[config.mk]
export PLATFORM = sky130hd
export DESIGN_NAME = mem_dumper
export DESIGN_NICKNAME = d
export VERILOG_FILES = /design/src/rtl/mem_dumper.sv
export SDC_FILE = /design/constraint.sdc
export NUM_CORES = 1
export LEC_CHECK = 0
export ABC_AREA = 1
export CAP_MARGIN = 20
export CORE_ASPECT_RATIO = 1.4
export CORE_MARGIN = 3
export CORE_UTILIZATION = 58
export CTS_CLUSTER_DIAMETER = 40
export DETAILED_ROUTE_END_ITERATION = 8
export PLACE_DENSITY = 0.86
export SYNTH_ARGS = -nofsm -noshare
export SYNTH_HDL_FRONTEND = slang
export SYNTH_SLANG_ARGS = --single-unit
[constraint.sdc]
create_clock -name clk -period 3.39 [get_ports clk]
set_input_delay 0.5085 -clock clk [delete_from_list [all_inputs] [get_ports clk]]
set_output_delay 0.5085 -clock clk [all_outputs]
set_load 0.005 [all_outputs]
[src/rtl/mem_dumper.sv]
// mem_dumper: streams a block of external memory out over a UART.
//
// On an accepted start, `count` bytes are read one at a time from
// `base_adr` upward and sent 8N1, LSB first, each bit CLK_DIV clocks long.
// Each byte is read, then sent only once `hold` is low, then the next read
// follows straight after the stop bit.
//
// Ports:
//   clk       in   clock, all state on the rising edge
//   reset     in   asynchronous active-high reset
//   start     in   one-cycle dump request (accepted only while idle)
//   base_adr  in   [20:0] first byte address, sampled on accepted start
//   count     in   [20:0] byte count, sampled on accepted start
//   adr       out  [20:0] memory address (changes only at the end of a read)
//   read      out  memory read strobe
//   data      in   [7:0] memory read data
//   tx        out  UART line, idle high
//   hold      in   flow control, high = receiver not ready
//   busy      out  high from accepted start until the dump ends
//   done      out  one-cycle pulse when the dump ends
module mem_dumper #(
    parameter int CLK_DIV = 104,
    parameter int RD_WAIT = 2
) (
    input  logic        clk,
    input  logic        reset,
    input  logic        start,
    input  logic [20:0] base_adr,
    input  logic [20:0] count,
    output logic [20:0] adr,
    output logic        read,
    input  logic [7:0]  data,
    output logic        tx,
    input  logic        hold,
    output logic        busy,
    output logic        done
);
    localparam logic [2:0] S_IDLE      = 3'd0;
    localparam logic [2:0] S_READ      = 3'd1;
    localparam logic [2:0] S_WAIT_TX   = 3'd2;
    localparam logic [2:0] S_START_BIT = 3'd3;
    localparam logic [2:0] S_DATA_BITS = 3'd4;
    localparam logic [2:0] S_STOP_BIT  = 3'd5;

    localparam int BT_W = (CLK_DIV > 1) ? $clog2(CLK_DIV) : 1;
    localparam int RW_W = (RD_WAIT > 0) ? $clog2(RD_WAIT + 1) : 1;
    localparam logic [BT_W-1:0] BT_LAST = BT_W'(CLK_DIV - 1);
    localparam logic [RW_W-1:0] RW_LAST = RW_W'(RD_WAIT);

    logic [2:0]      state_q,   state_d;
    logic [20:0]     adr_q,     adr_d;
    logic [20:0]     rem_q,     rem_d;
    logic [7:0]      shift_q,   shift_d;
    logic [BT_W-1:0] bit_tmr_q, bit_tmr_d;
    logic [2:0]      bit_idx_q, bit_idx_d;
    logic [RW_W-1:0] rd_tmr_q,  rd_tmr_d;
    logic            busy_q,    busy_d;
    logic            done_q,    done_d;

    logic bit_end;
    assign bit_end = (bit_tmr_q == BT_LAST);

    always_comb begin
        state_d   = state_q;
        adr_d     = adr_q;
        rem_d     = rem_q;
        shift_d   = shift_q;
        bit_tmr_d = bit_tmr_q;
        bit_idx_d = bit_idx_q;
        rd_tmr_d  = rd_tmr_q;
        busy_d    = busy_q;
        done_d    = 1'b0;

        case (state_q)
            S_IDLE: begin
                if (start) begin
                    if (count == 21'd0) begin
                        // Empty dump: finish immediately without going busy.
                        done_d = 1'b1;
                    end else begin
                        adr_d    = base_adr;
                        rem_d    = count;
                        rd_tmr_d = '0;
                        busy_d   = 1'b1;
                        state_d  = S_READ;
                    end
                end
            end
            S_READ: begin
                if (rd_tmr_q == RW_LAST) begin
                    // Last strobe cycle: capture the byte, then advance.
                    // The 21-bit add wraps 0x1FFFFF to 0 on its own.
                    shift_d  = data;
                    adr_d    = adr_q + 21'd1;
                    rem_d    = rem_q - 21'd1;
                    rd_tmr_d = '0;
                    state_d  = S_WAIT_TX;
                end else begin
                    rd_tmr_d = rd_tmr_q + 1'b1;
                end
            end
            S_WAIT_TX: begin
                if (!hold) begin
                    bit_tmr_d = '0;
                    state_d   = S_START_BIT;
                end
            end
            S_START_BIT: begin
                if (bit_end) begin
                    bit_tmr_d = '0;
                    bit_idx_d = 3'd0;
                    state_d   = S_DATA_BITS;
                end else begin
                    bit_tmr_d = bit_tmr_q + 1'b1;
                end
            end
            S_DATA_BITS: begin
                if (bit_end) begin
                    bit_tmr_d = '0;
                    shift_d   = {1'b0, shift_q[7:1]};
                    if (bit_idx_q == 3'd7) begin
                        state_d = S_STOP_BIT;
                    end else begin
                        bit_idx_d = bit_idx_q + 3'd1;
                    end
                end else begin
                    bit_tmr_d = bit_tmr_q + 1'b1;
                end
            end
            S_STOP_BIT: begin
                if (bit_end) begin
                    bit_tmr_d = '0;
                    if (rem_q != 21'd0) begin
                        rd_tmr_d = '0;
                        state_d  = S_READ;
                    end else begin
                        busy_d  = 1'b0;
                        done_d  = 1'b1;
                        state_d = S_IDLE;
                    end
                end else begin
                    bit_tmr_d = bit_tmr_q + 1'b1;
                end
            end
            default: begin
                busy_d  = 1'b0;
                state_d = S_IDLE;
            end
        endcase
    end

    always_ff @(posedge clk or posedge reset) begin
        if (reset) begin
            state_q   <= S_IDLE;
            adr_q     <= '0;
            rem_q     <= '0;
            shift_q   <= '0;
            bit_tmr_q <= '0;
            bit_idx_q <= '0;
            rd_tmr_q  <= '0;
            busy_q    <= 1'b0;
            done_q    <= 1'b0;
        end else begin
            state_q   <= state_d;
            adr_q     <= adr_d;
            rem_q     <= rem_d;
            shift_q   <= shift_d;
            bit_tmr_q <= bit_tmr_d;
            bit_idx_q <= bit_idx_d;
            rd_tmr_q  <= rd_tmr_d;
            busy_q    <= busy_d;
            done_q    <= done_d;
        end
    end

    // Outputs decode registered state only, so reset forces them at once.
    always_comb begin
        tx = 1'b1;
        if (state_q == S_START_BIT) begin
            tx = 1'b0;
        end else if (state_q == S_DATA_BITS) begin
            tx = shift_q[0];
        end
    end

    assign read = (state_q == S_READ);
    assign adr  = adr_q;
    assign busy = busy_q;
    assign done = done_q;
endmodule

==> impl_metrics.tcl, run 1 <==
set metrics [dict create \
    r2r-end "rem_q[3]" \
    synth_ff_type "dfrtp_1" \
    hold_ws_ns 0.490 \
    status "finished, final reports clean" \
    tns_ns 0 \
    dieArea_um2 8950 \
    grt_first_pass_wirelength_um 21100 \
    yosysSeqAreaShare 0.369 \
    postSynth.asyncResetShare 1.00 \
    hp-class "reg -> reg" \
    cp_num_buf_inv 1 \
    p_comb_frac 0.069 \
    final_common_cell "nand2_1" \
    clk_pin_slew_ns 0.08 \
    fillers 630 \
    crit_slowest_cell "clkdlybuf4s50_1" \
    cp_cell_sequence "nor2_1 > nand2_1 > nand2_1 > nand2_1 > clkdlybuf4s50_1" \
    drt_iter0_drc 352 \
    hold_start "shift_q[7]" \
    stdcell_count 896 \
    mostFrequentLayoutCells "nand2_1 (287), nor2_1 (87), clkdlybuf4s50_1 (78), nand3_1 (74), dfrtp_1 (67)" \
    cts_tree "yes" \
    synthesis.area_um2 4550 \
    synth_edf_count 0 \
    syn-num-nets 778 \
    drv_slew 0 \
    initial_core_util 0.606 \
    synth-seq-cells 67 \
    antenna_cells 0 \
    globalplace.congestion 0.942 \
    worst_pin_slew_ns 0.944 \
    crit_top_cell "nand2_1" \
    fmax_mhz 378 \
    cts_buffer_depth 2 \
    cp_slowest_stage_delay_ns 0.50 \
    power.leakage_nw 2.67 \
    hold_violations 0 \
    portBuffers 78 \
    rrSetupSlack_ns 0.89 \
    row_count 37 \
    power_w 0.00168 \
    rsz0062_at_grt "no" \
    hpwl_um 9180 \
    ctsHoldBuffers 0 \
    p_sw_frac 0.214 \
    worst-setup-path-type "reg -> out" \
    internal-power_w 0.00132 \
    cap_viol_max_count 0 \
    die_y_um 111 \
    p_sw_w 0.000360 \
    arrival_ns 2.14 \
    clockPowerShare 0.456 \
    postCtsSetupBuffers 0 \
    post_cts_resized 0 \
    antenna_found_initial 0 \
    numCtsBuffers 9 \
    p_seq_frac 0.476 \
    cp_data_required_time_ns 2.88 \
    crit_family "simple AND/OR/NAND/NOR gates" \
    grt-ovfl-total 0 \
    drt_wl_total_um 12600 \
    timing.final.crit_share 0.781 \
    nets 853 \
    vias 4877 \
    viasPerCell 5.44 \
    synthDistinctLibCells 30 \
    placed_cells 880 \
    multi_input_area_um2 2520 \
    end_kind "output pin" \
    min_path_cells 2 \
    power_density_nw_per_um2 298 \
    max_slew_margin 0.366 \
    grt_pass1_vias 4801 \
    drc_errors 0 \
    grt.total_usage 0.296 \
    timing.rr.start "state_q[2]" \
    min_to "shift_q[7]" \
    die_w_um 80.8 \
    layout_min_cycle_time_ns 2.65 \
    setup_viol 0 \
    wl_per_cell_um 14.1 \
    vdd_drop_max_uv 472 \
    grt_max_degree 44 \
    regArea_um2 1680 \
    drtPass1Iterations 6 \
    rr_worst_depth 6 \
    numClockSinks 67 \
    synth.avg_cell_area_um2 6.32 \
    synth-warning-count 0 \
    area_growth_pct 23.8 \
    ant_nets 0 \
    clk_latency_ns 0.35 \
    core_area_um2 7500 \
    netlist_instances 719 \
    io_pins 79 \
    cts.htree.levels 3 \
    drive_gt1_frac 0.0476 \
    clockRootBuffer "clkbuf_8" \
    crit_path_start_kind "register" \
    final_util 0.750 \
    fin_skew_ns 0.0129 \
    critPathMaxFanout 14 \
]
[sequential cells by signal (all words and copies together) (netlist names)]
signal	flops
rd_tmr_q	2
adr	21
state_q	3
rem_q	21
bit_tmr_q	7
shift_q	8
done	1
busy	1
bit_idx_q	3
[cells by family after synthesis]
| logic type | share of synthesized area |
|---|---|
| mux | 0.0154 |
| compound gates | 0.0837 |
| buf+inv | 0.0773 |
| simple gates | 0.435 |
| flops | 0.369 |
| xor+xnor | 0.00578 |
| fa+ha+maj | 0.0138 |
[layout make-up]
| type | instances | share of cell area |
|---|---|---|
| tap | 97 | 0.0216 |
| clock buffer | 11 | 0.0269 |
| timing repair buffer | 83 | 0.148 |
| multi-input combinational | 566 | 0.448 |
| clock inverter | 5 | 0.0133 |
| inverter | 67 | 0.0447 |
| sequential | 67 | 0.298 |
[tightest hold or removal path: cells and delay by family (launching register included)]
kind	cells	cell delay (ns)
simple gates	1	0.05
compound gates	1	0.06
flops	1	0.34
[Yosys cell counts (3+ instances only)]
master    count  share of area
nand2_1     287           0.24
nor2_1       88          0.073
nand3_1      74          0.081
dfrtp_1      67           0.37
inv_1        66          0.054
o21ai_0      51          0.056
or2_2        13          0.018
nand4_1      11          0.015
buf_2        10          0.011
mux2i_1       7          0.015
a21oi_1       6         0.0066
nor3_1        6         0.0066
ha_1          5          0.014
buf_4         4         0.0066
clkbuf_1      3         0.0025
o21bai_1      3         0.0050
[how the worst max path moves through the flow]
stage,to,cells after the start,start
after floorplan,adr[0],1,reset
after global placement,adr[13],8,count[19]
after detailed placement,rem_q[3],10,count[16]
after CTS,tx,5,state_q[1]
after global routing,tx,5,state_q[1]
final,tx,5,state_q[1]
[power groups by stage]
stage          registers [W]  logic [W]  clock network, W
3_3_place_gp        0.000814   0.000115                 0
2_1_floorplan       0.000814  0.0000374                 0
3_5_place_dp        0.000814   0.000115                 0
4_1_cts             0.000799   0.000117          0.000773
6_report            0.000799   0.000115          0.000765
5_1_grt             0.000798   0.000128          0.000813
[metal layers]
layer	vias to the layer above	GRT usage	share of wire	routed length, µm
met5	-	0	0	0
met4	0	0.147	0.035	442
met3	35	0.0553	0.053	672
met2	199	0.517	0.51	6460
met1	2203	0.333	0.40	5060
li1	2440	-	-	-
[metrics by stage]
step                      setup slack [ns]  instance area (µm²)
after floorplan                       1.20                 4550
after global placement               0.751                 5400
after detailed placement             0.700                 5400
after CTS                            0.716                 5630
after global routing                 0.602                 5630
final                                0.742                 5630
(Power assumes the default switching activity.)
==> run 2, diff against run 1 <==
Settings changed: CORE_UTILIZATION 58 to 49, PLACE_DENSITY 0.86 to 0.78.
Clock period 3.39 ns to 2.3 ns, I/O delays scaled along.
==> run 2 against run 1 <==
Net effect:
- hold slack got worse by 0.099 ns
- global-route usage fell by 3.4 points
- die area rose by 17%
- combinational power rose by 47%
- via count rose by 1.1%
- register-to-register slack got worse by 0.58 ns
- clock power rose by 80%
- clock skew fell by 0.0071 ns
- sequential power rose by 48%
- critical path type unchanged
==> impl_metrics.tcl, run 2 (synthesis gave the netlist of run 1 again) <==
set metrics [dict create \
    status "finished, final reports clean" \
    arrival_ns 1.82 \
    crit_path_start_kind "register" \
    die_y_um 120 \
    max_slew_margin 0.698 \
    power.leakage_nw 2.73 \
    hpwl_um 9490 \
    portBuffers 78 \
    p_sw_frac 0.211 \
    tns_ns 0 \
    clk_pin_slew_ns 0.06 \
    clk_latency_ns 0.33 \
    cts_buffer_depth 2 \
    vias 4931 \
    core_area_um2 9030 \
    cap_viol_max_count 0 \
    crit_slowest_cell "clkdlybuf4s50_1" \
    ctsHoldBuffers 0 \
    placed_cells 897 \
    setup_viol 0 \
    stdcell_count 913 \
    p_seq_frac 0.433 \
    grt_max_degree 68 \
    grt_pass1_vias 4880 \
    vdd_drop_max_uv 446 \
    cp_slowest_stage_delay_ns 0.50 \
    nets 860 \
    globalplace.congestion 0.934 \
    rsz0062_at_grt "no" \
    fin_skew_ns 0.00581 \
    internal-power_w 0.00215 \
    critPathMaxFanout 6 \
    row_count 41 \
    cts_tree "yes" \
    final_util 0.642 \
    p_sw_w 0.000575 \
    drt_iter0_drc 319 \
    worst_pin_slew_ns 0.452 \
    timing.final.crit_share 0.941 \
    r2r-end "adr[8]" \
    clockRootBuffer "clkbuf_16" \
    io_pins 79 \
    die_w_um 87.4 \
    postCtsSetupBuffers 0 \
    rrSetupSlack_ns 0.31 \
    rr_worst_depth 7 \
    power_density_nw_per_um2 470 \
    drc_errors 0 \
    grt-ovfl-total 0 \
    hold_violations 0 \
    dieArea_um2 10500 \
    final_common_cell "nand2_1" \
    area_growth_pct 27.4 \
    cts.htree.levels 3 \
    layout_min_cycle_time_ns 2.17 \
    grt_first_pass_wirelength_um 21900 \
    ant_nets 0 \
    post_cts_resized 0 \
    cp_cell_sequence "inv_1 > nand3_1 > nand2_1 > nand2_1 > clkdlybuf4s50_1" \
    timing.rr.start "state_q[1]" \
    p_comb_frac 0.062 \
    numCtsBuffers 9 \
    viasPerCell 5.40 \
    mostFrequentLayoutCells "nand2_1 (287), nor2_1 (87), clkdlybuf4s50_1 (78), nand3_1 (74), dfrtp_1 (67)" \
    drive_gt1_frac 0.0533 \
    numClockSinks 67 \
    fmax_mhz 462 \
    wl_per_cell_um 14.0 \
    initial_core_util 0.504 \
    drtPass1Iterations 5 \
    antenna_cells 0 \
    drt_wl_total_um 12800 \
    hp-class "in -> async" \
    grt.total_usage 0.262 \
    antenna_found_initial 0 \
    crit_top_cell "nand2_1" \
    cp_data_required_time_ns 1.96 \
    worst-setup-path-type "reg -> out" \
    drv_slew 0 \
    end_kind "output pin" \
    clockPowerShare 0.505 \
]
[run 2: power groups by stage]
| stage | Sequential, W | Clock [W] | Combinational, W |
|---|---|---|---|
| 2_1_floorplan | 0.00120 | 0 | 0.0000552 |
| 3_3_place_gp | 0.00120 | 0 | 0.000171 |
| 3_5_place_dp | 0.00120 | 0 | 0.000170 |
| 4_1_cts | 0.00118 | 0.00139 | 0.000172 |
| 5_1_grt | 0.00118 | 0.00145 | 0.000186 |
| 6_report | 0.00118 | 0.00138 | 0.000169 |
[run 2: worst max path at each step]
stage,start,endpoint,slack (ns)
after floorplan,reset,adr[0],0.27
after global placement,count[18],rem_q[1],0.15
after detailed placement,count[15],rem_q[12],0.11
after CTS,state_q[2],tx,0.14
after global routing,state_q[1],read,0.07
final,state_q[2],tx,0.13
[run 2: final cells by class]
| cell class | instances | area [µm²] |
|---|---|---|
| fillers | 806 | 3240 |
| multi-input cells | 566 | 2530 |
| flip-flops and latches | 67 | 1680 |
| repair buffers | 90 | 908 |
| inverters | 67 | 251 |
| clock buffers | 12 | 246 |
| well taps | 107 | 134 |
| clock inverters | 4 | 50.0 |
[run 2: per-stage QoR]
| stage | hold WS, ns | instance area [µm²] | power, W | setup slack (ns) |
|---|---|---|---|---|
| floorplan | 0.446 | 4550 | 0.00126 | 0.272 |
| finish | 0.391 | 5790 | 0.00273 | 0.135 |
| CTS | 0.422 | 5790 | 0.00275 | 0.139 |
| detailed placement | 0.486 | 5500 | 0.00137 | 0.113 |
| global route | 0.436 | 5790 | 0.00282 | 0.0672 |
| global placement | 0.467 | 5500 | 0.00137 | 0.155 |
[run 2: worst max-delay path: cells and delay by family (launching register included)]
kind,cells,cell delay [ns]
buffers and inverters,2,0.62
AND/OR/NAND/NOR,3,0.37
flip-flops,1,0.49
[run 2: layer usage]
layer | wire length (µm) | GRT usage | vias to the layer above | share of wire
li1 | - | - | 2457 | -
met1 | 4900 | 0.303 | 2233 | 0.38
met2 | 6590 | 0.454 | 202 | 0.52
met3 | 834 | 0.0474 | 39 | 0.065
met4 | 466 | 0.129 | 0 | 0.036
met5 | 0 | 0 | - | 0
==> run 3, diff against run 2 <==
Settings changed: CELL_PAD_IN_SITES_DETAIL_PLACEMENT set to 1, CELL_PAD_IN_SITES_GLOBAL_PLACEMENT set to 1, CORE_UTILIZATION 49 to 34, PLACE_DENSITY 0.78 to unset, PLACE_DENSITY_LB_ADDON set to 0.1.
==> run 3 against run 2 <==
Net effect:
- cell count increased by 7.6%
- core utilization decreased by 18 points
- final area increased by 2.1%
- critical path type unchanged
- largest cell class unchanged
- largest power group unchanged
- highest routed layer unchanged
==> impl_metrics.tcl, run 3 (synthesis gave the netlist of run 1 again) <==
set metrics [dict create \
    status "finished, final reports clean" \
    placed_area_um2 5570 \
    wl_per_cell_um 15.2 \
    critPathMaxFanout 10 \
    cap_viol_max_count 0 \
    met2_usage 0.410 \
    stdcell_area_um2 5920 \
    grt_pass1_vias 5215 \
    max_slew_margin 0.596 \
    cts_tree "yes" \
    grt_first_pass_wirelength_um 25100 \
    area_growth_pct 30.1 \
    drt_iter0_drc 150 \
    arrival_ns 1.83 \
    row_count 49 \
    power_density_nw_per_um2 501 \
    vdd_drop_max_uv 331 \
    antenna_cells 0 \
    setup_viol 0 \
    hp-class "in -> async" \
    drtPass1Iterations 4 \
    fillers 1701 \
    ant_nets 0 \
    numCtsBuffers 9 \
    top_usage_layer "met2" \
    cts.htree.levels 3 \
    multi_input_area_um2 2530 \
    end_kind "output pin" \
    grt.total_usage 0.209 \
    portBuffers 78 \
    grt_max_degree 68 \
    hpwl_um 11100 \
    stdcell_count 982 \
    rsz0062_at_grt "no" \
    crit_path_start_kind "register" \
    use_met1 0.226 \
    dieArea_um2 14800 \
    core_area_um2 12900 \
    globalplace.congestion 0.898 \
    die_y_um 143 \
    drive_gt1_frac 0.0547 \
    viasPerCell 5.00 \
    timing.final.crit_share 0.947 \
    post_cts_resized 0 \
    clk_latency_ns 0.34 \
    hold_violations 0 \
    vias 4906 \
    regArea_um2 1680 \
    tns_ns 0 \
    io_pins 79 \
    fin_skew_ns 0.00605 \
    final_common_cell "nand2_1" \
    antenna_found_initial 0 \
    layout_min_cycle_time_ns 2.18 \
    cp_data_required_time_ns 1.96 \
    worst-setup-path-type "reg -> out" \
    ctsHoldBuffers 0 \
    numClockSinks 67 \
    placed_cells 966 \
    initial_core_util 0.351 \
    clockRootBuffer "clkbuf_16" \
    power.leakage_nw 2.75 \
    clk_pin_slew_ns 0.06 \
    mostFrequentLayoutCells "nand2_1 (287), nor2_1 (87), clkdlybuf4s50_1 (78), nand3_1 (74), dfrtp_1 (67)" \
    worst_pin_slew_ns 0.607 \
    drv_slew 0 \
    fmax_mhz 459 \
    cts_buffer_depth 2 \
    drt_wl_total_um 14900 \
    grtUsageMet3 0.0375 \
    nets 858 \
    grt-ovfl-total 0 \
    drc_errors 0 \
    hold_ws_ns 0.407 \
    die_w_um 104 \
    postCtsSetupBuffers 0 \
]
==> run 3: worst max-delay path, cell delays in order (launching register included) <==
cell	delay, ns
dfrtp_1	0.44
inv_1	0.10
nand2_1	0.10
nor2_4	0.26
clkdlybuf4s50_1	0.59
==> run 3: stage by stage <==
stage | utilization | power, W | worst slack (ns)
6_report | 0.457 | 0.00296 | 0.122
5_1_grt | 0.457 | 0.00307 | 0.0142
4_1_cts | 0.457 | 0.00300 | 0.0940
3_5_place_dp | 0.431 | 0.00138 | 0.120
3_3_place_gp | 0.431 | 0.00137 | 0.192
2_1_floorplan | - | 0.00126 | 0.272
==> run 3: layout make-up <==
cell class / instances / area share
clock buffer: 9 / 0.0381
clock inverter: 7 / 0.0197
inverter: 67 / 0.0425
multi-input combinational: 566 / 0.428
sequential: 67 / 0.283
tap: 178 / 0.0376
timing repair buffer: 88 / 0.151
==> run 3: layer usage <==
layer  share of wire  vias up
met5               0        -
met3           0.035       21
li1                -     2447
met2            0.54       78
met1            0.41     2360
met4           0.020        0
==> run 3: worst paths after layout <==
check	startpoint	end	slack (ns)	depth (start not counted)
min in group clk	bit_idx_q[2]	bit_idx_q[2]	0.49	2
setup / recovery	state_q[1]	read	0.12	4
max in group asynchronous	reset	adr[14]	1.59	3
setup reg to reg	state_q[1]	rem_q[3]	0.26	8
hold / removal	reset	rem_q[6]	0.41	3
hold reg to reg	bit_idx_q[2]	bit_idx_q[2]	0.49	2
==> run 3: where the power goes <==
group / switching [W] / internal [W]
Clock: 0.000552 / 0.00106
Combinational: 0.0000696 / 0.000104
Sequential: 0 / 0.00118
==> patch 1 (flow settings as in run 1) <==
The output `done` loses its register stage (`done_q` becomes a continuous assignment).
--- a/src/rtl/mem_dumper.sv
+++ b/src/rtl/mem_dumper.sv
@@ -161,3 +161,2 @@
             busy_q    <= 1'b0;
-            done_q    <= 1'b0;
         end else begin
@@ -171,5 +170,6 @@
             busy_q    <= busy_d;
-            done_q    <= done_d;
         end
     end
+
+    assign done_q = done_d;
 
Function: changed (Yosys sat finds a counterexample within 4 cycles, from zero or initial values and one cycle with reset high).
==> patch 1 against run 1 <==
  * Worst hold slack better by 0.010 ns
  * Design area down 1.0%
  * Worst setup slack worse by 0.49 ns
  * Global-route usage fell by 1.0 points
  * Area after synthesis is 1.5% lower
  * Sequential cell count down 1
  * Non-clock buffer count is 1 higher
  * Routed wire length fell by 3.9%
Power is left out: it rests on default switching activity, and per cell area and clock period it moved more than threefold.
==> patch 1: results (changes against run 1) <==
.. list-table::
   :header-rows: 1

   * - Metric
     - Value
   * - Outcome
     - finished, final reports clean
   * - Number of fill cells
     - 616 (-2.2%)
   * - Routed vias/inst
     - 5.52 (+1.5%)
   * - Initial detailed-routing violation count
     - 346 (-1.7%)
   * - Placer Congestion
     - 0.970 (+3.0%)
   * - Largest driver fanout on the critical path
     - 5 (-9)
   * - Hold path startpoint
     - bit_idx_q[2]
   * - Worst endpoint data arrival time
     - 2.63 ns (+0.49 ns)
   * - Maximum number of pins on one net before global-route repair
     - 67 (+52%)
   * - Via count of the first global-routing pass
     - 4655 (-3.0%)
   * - NumNets Final
     - 830 (-2.7%)
   * - Endpoint of the lowest-slack register-to-register path
     - rem_q[19]
   * - Drt wl/cell
     - 13.9 um (-1.4%)
   * - Synth cell count leaders
     - sky130_fd_sc_hd__nand2_1, sky130_fd_sc_hd__nor2_1, sky130_fd_sc_hd__dfrtp_1
   * - Final setup skew
     - 0.0152 ns (+0.00233 ns)
   * - Post-Synthesis Cells
     - 695 (-3.3%)
   * - Synth Net Count
     - 754 (-3.1%)
   * - GRT Resource Usage Total
     - 0.285 (-0.0101)
   * - Count of non-filler cells in the finished layout
     - 873 (-2.6%)
   * - First-pass GRT wire length
     - 19900 um (-5.8%)
   * - Reg-to-Reg Start
     - state_q[1]
   * - Largest stage delay on the critical path
     - 0.54 ns (+0.04 ns)
   * - Most area-consuming cells after synthesis
     - sky130_fd_sc_hd__dfrtp_1, sky130_fd_sc_hd__nand2_1, sky130_fd_sc_hd__nor2_1
   * - Hold-critical path endpoint
     - bit_idx_q[2]
   * - Inst Count DP
     - 857 (-2.6%)
[patch 1: worst max-delay path by stage]
stage | start | endpoint | slack (ns)
after floorplan | reset | adr[0] | 1.23
after global placement | count[4] | done | 0.54
after detailed placement | count[4] | done | 0.50
after CTS | rem_q[0] | done | 0.31
after global routing | rem_q[0] | done | 0.11
final | rem_q[0] | done | 0.25
[patch 1: layout make-up]
class                           instances  share of cell area
Sequential cell                        66               0.296
Inverter                               65              0.0442
Clock buffer                           11              0.0254
Tap cell                               97              0.0218
Timing Repair Buffer                   84               0.148
Clock inverter                          5              0.0225
Multi-Input combinational cell        545               0.441
[patch 1: cell families after synthesis]
| logic type | synth area share |
|---|---|
| AOI/OAI and AO/OA | 0.0804 |
| xor gates and xnor gates | 0.0176 |
| adders and majority gates | 0.0140 |
| buffers and inverters | 0.0827 |
| DFF | 0.369 |
| muxes | 0.0156 |
| and+or+nand+nor | 0.421 |
[patch 1: per-layer routing]
| layer | track usage | routed length, um | up-vias |
|---|---|---|---|
| met5 | 0 | 0 | - |
| met4 | 0.164 | 556 | 0 |
| met3 | 0.0520 | 761 | 48 |
| met2 | 0.515 | 6200 | 214 |
| met1 | 0.310 | 4620 | 2192 |
| li1 | - | - | 2369 |
[patch 1: per-stage QoR]
step | hold WS (ns) | setup WS [ns] | cell area (um2) | util
2_1_floorplan | 0.457 | 1.23 | 4480 | -
3_3_place_gp | 0.474 | 0.536 | 5300 | 0.712
3_5_place_dp | 0.483 | 0.501 | 5300 | 0.712
4_1_cts | 0.501 | 0.313 | 5570 | 0.747
5_1_grt | 0.525 | 0.110 | 5570 | 0.747
6_report | 0.500 | 0.255 | 5570 | 0.747
==> patch 2 (flow settings as in run 1) <==
Without the edit above. `CLK_DIV`: 104 -> 208.
--- a/src/rtl/mem_dumper.sv
+++ b/src/rtl/mem_dumper.sv
@@ -21,3 +21,3 @@
 module mem_dumper #(
-    parameter int CLK_DIV = 104,
+    parameter int CLK_DIV = 208,
     parameter int RD_WAIT = 2
Formal check against the unedited RTL: no difference found for any inputs over 10 cycles, from zero or initial values and one cycle with reset high; that may be too few to reach the edited logic, so the function may still have changed.
==> patch 2 against run 1 <==
  * Die area up 0.93%
  * Final cell count up 1.0%
  * Routed wire length up 0.54%
  * Worst setup slack better by 0.095 ns
  * Utilization down 0.096 points
  * Area after synthesis up 0.99%
  * Design area up 0.49%
  * Non-clock buffer count up 1
  * Sequential share of layout area up 0.30 points
  * Sequential cell count up 1
  * Critical path type unchanged
  * Largest cell class unchanged
  * Highest routed layer unchanged
Power is not compared: it rests on default switching activity, and its combinational part moved more than twofold at a synthesized area within 25%.
==> patch 2: results (changes against run 1) <==
.. list-table::
   :header-rows: 1

   * - Metric
     - Value
   * - Grt met3 use
     - 0.0325 (-0.0228)
   * - Placeable Area
     - 7550 um2 (+0.62%)
   * - Outcome
     - finished, final reports clean
   * - Slew HR
     - 0.553 (+0.187)
   * - Synthesis-stage register bit count
     - 68 (+1.5%)
   * - Fraction of area in multi-input gates
     - 0.455 (+0.00689)
   * - Most area-consuming cells after synthesis
     - sky130_fd_sc_hd__dfrtp_1, sky130_fd_sc_hd__nand2_1, sky130_fd_sc_hd__nor2_1
   * - Inst Count DP
     - 889 (+1.0%)
   * - Worst endpoint data arrival time
     - 2.04 ns (-0.10 ns)
   * - Routed length on met2
     - 6500 um (+0.62%)
   * - Mux contribution to synthesized area
     - 0 (-0.0154)
   * - Non-clock buffering overhead
     - 0.148 (+0.000609)
   * - Endpoint of the lowest-slack register-to-register path
     - rem_q[18]
   * - Number of fill cells
     - 624 (-0.95%)
   * - Wire length on met3
     - 586 um (-13%)
   * - Synth Net Count
     - 785 (+0.90%)
   * - Post-DP Area
     - 5470 um2 (+1.3%)
   * - Xor/xnor share of the synthesized area
     - 0.0191 (+0.0133)
   * - Sequential share of the synthesized area
     - 0.371 (+0.00183)
   * - Hold Worst Slack
     - 0.497 ns (+0.00696 ns)
   * - Clock network area share
     - 0.0321 (-0.00816)
   * - Met2 usage in global routing
     - 0.541 (+0.0241)
   * - Distinct cell type count of the synthesized netlist
     - 29 (-3.3%)
   * - Area share of fa/ha/maj cells after synthesis
     - 0.0136 (-0.000135)
   * - Placer Congestion
     - 0.922 (-2.2%)
   * - Post-Synthesis Cells
     - 726 (+0.97%)
   * - Met1 Resource Use GR
     - 0.338 (+0.00456)
   * - Share of final-layout standard cells stronger than drive strength 1
     - 0.0483 (+0.000708)
   * - TritonRoute pass-1 iters
     - 5 (-1)
   * - Total number of vias
     - 4868 (-0.18%)
   * - Synth cell count leaders
     - sky130_fd_sc_hd__nand2_1, sky130_fd_sc_hd__nor2_1, sky130_fd_sc_hd__dfrtp_1
   * - Maximum frequency from static timing analysis
     - 0.392 GHz (+3.7%)
   * - First-pass GRT wire length
     - 21800 um (+3.4%)
   * - Routed vias/inst
     - 5.38 (-1.2%)
   * - Initial detailed-routing violation count
     - 336 (-4.5%)
   * - Worst Setup Slack post-DPL
     - 0.963 ns (+0.263 ns)
   * - Post-DP HPWL
     - 9530 um (+3.8%)
   * - Buffers outside the clock class
     - 84 (+1.2%)
   * - GRT Resource Usage Total
     - 0.307 (+0.0115)
   * - Share of the synthesized area in compound gates (AO/OA/AOI/OAI)
     - 0.0975 (+0.0139)
   * - Maximum number of pins on one net before global-route repair
     - 46 (+4.5%)
   * - Largest stage delay on the critical path
     - 0.60 ns (+0.10 ns)
## patch 2: changes by cell type in the layout (fill, tap and decap cells not counted), sizes merged, moves of 3 or more
cell / run 1 / this run
clkbuf: 11 / 15
inv: 67 / 64
mux2i: 7 / 0
nand2: 287 / 300
nand3: 74 / 58
nor2: 88 / 95
o211ai: 0 / 6
o21ai: 52 / 55
xnor2: 1 / 5
xor2: 2 / 5
## patch 2: worst max-delay path: cells and delay by family, from the launching register on
| family | cells | cell delay, ns |
|---|---|---|
| simple gates | 2 | 0.58 |
| buf+inv | 2 | 0.71 |
| flops | 1 | 0.39 |
## patch 2: power by group through the flow
stage / Sequential, mW / Clock (mW) / Combinational (mW)
final: 1.60 / 0.630 / 2.56
after floorplan: 1.50 / 0 / 1.77
after detailed placement: 1.60 / 0 / 2.55
after global placement: 1.58 / 0 / 2.44
after global routing: 1.65 / 0.670 / 2.95
after CTS: 1.59 / 0.639 / 2.56
